### src/rtl/vga_timing_gen.sv
// Parametrised raster timing generator: pixel/line counters followed by one registered output stage.
// Optional frame counter output enabled by defining VGA_TIMING_FRAMECNT_EN.
module vga_timing_gen #(
  parameter int H_ACTIVE = 640,
  parameter int H_FP     = 16,
  parameter int H_SYNC   = 96,
  parameter int H_BP     = 48,
  parameter int V_ACTIVE = 480,
  parameter int V_FP     = 10,
  parameter int V_SYNC   = 2,
  parameter int V_BP     = 33,
  parameter int H_POL    = 0,
  parameter int V_POL    = 0,
  parameter int HW       = 11,
  parameter int VW       = 10
) (
  input  logic          clkP,
  input  logic          rst,
  input  logic          pix_ce,
  output logic [HW-1:0] pixelX,
  output logic [VW-1:0] pixelY,
  output logic          sincH,
  output logic          sincV,
  output logic          video,
  output logic          line_start,
  output logic          frame_start
`ifdef VGA_TIMING_FRAMECNT_EN
  ,
  output logic [7:0]    frame_cnt
`endif
);

  localparam int H_TOTAL = H_ACTIVE + H_FP + H_SYNC + H_BP;
  localparam int V_TOTAL = V_ACTIVE + V_FP + V_SYNC + V_BP;

  localparam logic [HW-1:0] H_LAST     = HW'(H_TOTAL - 1);
  localparam logic [HW-1:0] H_ACT_END  = HW'(H_ACTIVE);
  localparam logic [HW-1:0] H_SYNC_BEG = HW'(H_ACTIVE + H_FP);
  localparam logic [HW-1:0] H_SYNC_END = HW'(H_ACTIVE + H_FP + H_SYNC);

  localparam logic [VW-1:0] V_LAST     = VW'(V_TOTAL - 1);
  localparam logic [VW-1:0] V_ACT_END  = VW'(V_ACTIVE);
  localparam logic [VW-1:0] V_SYNC_BEG = VW'(V_ACTIVE + V_FP);
  localparam logic [VW-1:0] V_SYNC_END = VW'(V_ACTIVE + V_FP + V_SYNC);

  localparam logic H_ON = 1'(H_POL);
  localparam logic V_ON = 1'(V_POL);

  logic [HW-1:0] hCntP0;
  logic [VW-1:0] vCntP0;
  logic          lineWrapP0;
  logic          frameWrapP0;

  logic hLast;
  logic vLast;
  logic hVisible;
  logic vVisible;
  logic hSyncWin;
  logic vSyncWin;

  always_comb begin
    hLast    = (hCntP0 == H_LAST);
    vLast    = (vCntP0 == V_LAST);
    hVisible = (hCntP0 < H_ACT_END);
    vVisible = (vCntP0 < V_ACT_END);
    hSyncWin = (hCntP0 >= H_SYNC_BEG) && (hCntP0 < H_SYNC_END);
    vSyncWin = (vCntP0 >= V_SYNC_BEG) && (vCntP0 < V_SYNC_END);
  end

  // Stage p0: position counters; wrap flags live for exactly one clk after the wrapping edge.
  always_ff @(posedge clkP) begin
    if (rst) begin
      hCntP0      <= '0;
      vCntP0      <= '0;
      lineWrapP0  <= 1'b0;
      frameWrapP0 <= 1'b0;
    end else begin
      lineWrapP0  <= pix_ce && hLast;
      frameWrapP0 <= pix_ce && hLast && vLast;
      if (pix_ce) begin
        if (hLast) begin
          hCntP0 <= '0;
          vCntP0 <= vLast ? '0 : vCntP0 + VW'(1);
        end else begin
          hCntP0 <= hCntP0 + HW'(1);
        end
      end
    end
  end

  // Stage p1: registered outputs, all describing the same counter snapshot.
  always_ff @(posedge clkP) begin
    if (rst) begin
      pixelX      <= '0;
      pixelY      <= '0;
      sincH       <= ~H_ON;
      sincV       <= ~V_ON;
      video       <= 1'b0;
      line_start  <= 1'b0;
      frame_start <= 1'b0;
    end else begin
      pixelX      <= hCntP0;
      pixelY      <= vCntP0;
      sincH       <= hSyncWin ? H_ON : ~H_ON;
      sincV       <= vSyncWin ? V_ON : ~V_ON;
      video       <= hVisible && vVisible;
      line_start  <= lineWrapP0;
      frame_start <= frameWrapP0;
    end
  end

`ifdef VGA_TIMING_FRAMECNT_EN
  always_ff @(posedge clkP) begin
    if (rst) begin
      frame_cnt <= 8'd0;
    end else if (frameWrapP0) begin
      frame_cnt <= frame_cnt + 8'd1;
    end
  end
`endif

endmodule

### config.mk
export PLATFORM = sky130hd
export DESIGN_NAME = vga_timing_gen
export DESIGN_NICKNAME = d
export VERILOG_FILES = /design/src/rtl/vga_timing_gen.sv
export SDC_FILE = /design/constraint.sdc
export NUM_CORES = 1
export LEC_CHECK = 0
export ABC_AREA = 1
export BUFFER_PORTS_ARGS = -buffer_cell sky130_fd_sc_hd__buf_2
export CAP_MARGIN = 10
export CORE_AREA = 2 2 74 76
export DETAILED_ROUTE_END_ITERATION = 12
export DIE_AREA = 0 0 76 78
export SYNTH_ARGS = -nofsm -noshare
export SYNTH_HDL_FRONTEND = slang
export SYNTH_SLANG_ARGS = --single-unit
export TNS_END_PERCENT = 20
### constraint.sdc
create_clock -name clkP -period 1.5 [get_ports clkP]
set_clock_uncertainty 0.05 [all_clocks]
set_input_delay 0.375 -clock clkP [delete_from_list [all_inputs] [get_ports clkP]]
set_output_delay 0.375 -clock clkP [all_outputs]
set_load 0.005 [all_outputs]
==> flow_summary.toml <==
[yosys]
syn-num-nets = 279
syn_inst = 273
synth_top_area_share = 0.491
avgSynthCellArea_um2 = 7.32
yosys.area.top_type = "dfxtp_1"
synth_mux_area_frac = 0
synth_area_um2 = 2000
ys_types = 23
yosys-top-cells-area = "dfxtp_1 49%, nand2_1 11%, nor2_1 11%"
synth_top_family_by_area = "simple AND/OR/NAND/NOR gates"
synth_fa_ha_area_frac = 0.0188
synth-compound-area-share = 0.0332
seq_area_frac_synth = 0.491
yosys.area_share.simple = 0.351
ys_ff_latch = 49
yosys.area_share.xor_xnor = 0.0175
yosysWarnings = 0

[critical_path]
rrSetupSlack_ps = 70
critical_path_class = "flop to flop"
cp-end-kind = "flop"
path_max_fanout = 7
arrival_ps = 1570
reg2reg_depth = 7
timing.rr.start = "vCntP0[2]$_SDFFE_PP0P_"
worstPathRequired_ps = 1650
critPathLaunchType = "flop"
r2r-end = "vCntP0[6]$_SDFFE_PP0P_"

[place]
placed_area_um2 = 2320
gp_congestion = 0.865
io_buffers = 28
hpwl_um = 3300
pre_cts_slack_ps = 23.1

[clock_tree]
cts_buffers = 5
insertion_delay_ps = 290
post-cts-setup-buffer-count = 0
cts.sinks = 49
cts_tree = "built"
htree_levels = 2
holdBufCountCts = 0
path_clk_slew_ps = 90
root_buffer = "clkbuf_8"
clockBufferDepth = 2

[floorplanning]
dieArea_um2 = 5930
die_w_um = 76
core_um2 = 5040
start_util = 0.396
fp-row-count = 26
dieHeight_um = 78
ioPinCount = 29

[grt]
grt_pass1_wl_um = 7400
antenna_found_initial = 0
grt_max_degree = 24
track_usage = 0.157
grt_pass1_vias = 1582
overflow = 0

[routing]
wl_um = 4350
drcViolationCount = 0
dr.pass1.iters = 4
via_per_inst = 4.49
ant_nets = 0
via_count = 1756
wl_per_cell_um = 11.1
drtIter0Drc = 134

[job]
maxCapViolations = 0

[sta]
hold_viol = 0
period_share = 0.951
finalSetupViolCount = 0
maxSlewHeadroom = 0.755
period_needed_ps = 1430
fin_tns_setup_ps = 0
max_freq_mhz = 701
final-max-slew-violation-count = 0
fin_ws_ps = 74.2
tightest_slew_ps = 367

[worst_hold_path]
hold_depth = 2
hold_path.class = "flop to flop"
hold_end = "line_start$_SDFF_PP0_"
worst_hold_startpoint = "lineWrapP0$_SDFF_PP0_"

[cells_and_area]
drive_gt1_frac = 0.221
n_antenna_cell = 0
register_area_um2 = 985
fin_nets = 326
multi_input_area_um2 = 897
area_growth_pct = 23.7
fin_util = 0.490
postLayoutCellArea_um2 = 2470
fillers = 521

[status]
status = "finished, final reports clean"

[pwr]
ir_worst_vdd_v = 0.000314
power_density_nw_per_um2 = 869
p_leak_nw = 1.15
## sequential cells by signal, summed over array words and instances (netlist names)
name and cells:
sincV 1, line_start 1, frameWrapP0 1, vCntP0 10
video 1, pixelY 10, frame_start 1, lineWrapP0 1
hCntP0 11, sincH 1, pixelX 11
## per-stage QoR
stage	hold WS (ps)	power, mW	std cells
3_5_place_dp	344	1.42	382
4_1_cts	357	2.16	390
3_3_place_gp	341	1.42	382
5_1_grt	364	2.25	391
2_1_floorplan	338	1.39	273
6_report	353	2.15	391
## kinds of logic (layout without fill, tap and decap cells)
group | after synthesis | in the layout
AO/OA/AOI/OAI | 12 | 12
flip-flops | 49 | 49
AND/OR/NAND/NOR | 160 | 161
XOR/XNOR | 4 | 4
buffers and inverters | 45 | 92
adder cells (fa/ha/maj) | 3 | 3
## repair_timing
action                                  in CTS  in global routing
hold endpoints to repair                     0                  0
endpoints found under the setup margin       2                 12
resized for setup                            1                 11
gates cloned                                 0                  1
pin swaps                                    0                  2
## layout by cell type (no fill, tap or decap), types with 5 or more instances in the layout
cell and instances:
buf_2 28, buf_4 17, clkbuf_8 5, dfxtp_1 46, inv_1 37, nand2_1 58
nand3_1 21, nand4_1 8, nor2_1 55, nor3_1 6, o21ai_0 6
## worst max-delay path, stage by stage, from the launching register on
cell     delay [ps]
dfxtp_1         480
nand2_1         120
nor3_1          200
nand3_2         200
nand3_1         120
nand2_1          70
nand2_1          70
inv_1            40
## final cells by class
class,count,share of cell area
clock buffers,6,0.0294
clock inverters,2,0.00608
inverters,39,0.0592
multi-input cells,180,0.363
flip-flops and latches,49,0.398
well taps,70,0.0354
repair buffers,45,0.108
## worst max-delay path by stage
stage          depth (start not counted)                   start                      to
2_1_floorplan                          9  hCntP0[0]$_SDFFE_PP0P_  vCntP0[2]$_SDFFE_PP0P_
3_3_place_gp                           8  hCntP0[1]$_SDFFE_PP0P_  vCntP0[7]$_SDFFE_PP0P_
3_5_place_dp                           8  hCntP0[1]$_SDFFE_PP0P_  vCntP0[7]$_SDFFE_PP0P_
4_1_cts                                8  hCntP0[1]$_SDFFE_PP0P_  vCntP0[7]$_SDFFE_PP0P_
5_1_grt                                7  vCntP0[2]$_SDFFE_PP0P_  vCntP0[5]$_SDFFE_PP0P_
6_report                               7  vCntP0[2]$_SDFFE_PP0P_  vCntP0[6]$_SDFFE_PP0P_
## per-layer routing
metal,wire (µm),part of all wire,track usage
met5,0,0,0
met4,76,0.017,0.0655
met3,154,0.035,0.0372
met2,1900,0.44,0.226
met1,2220,0.51,0.226
## synthesized netlist by cell type (all sizes together)
library cell and number:
o21ai 6, nand4 8, nand3 24, nor3 6
ha 3, a21oi 4, nor2 61, inv 39
o31ai 1, xor2 4, clkbuf 2, buf 4
o2111ai 1, nand2 61, dfxtp 49
## where the power goes
part	internal, mW	switching, mW
combinational	0.0299	0.0517
sequential	1.31	0.00545
clock	0.329	0.423
total	1.67	0.480
No activity file was read; power rests on OpenSTA's default activity.
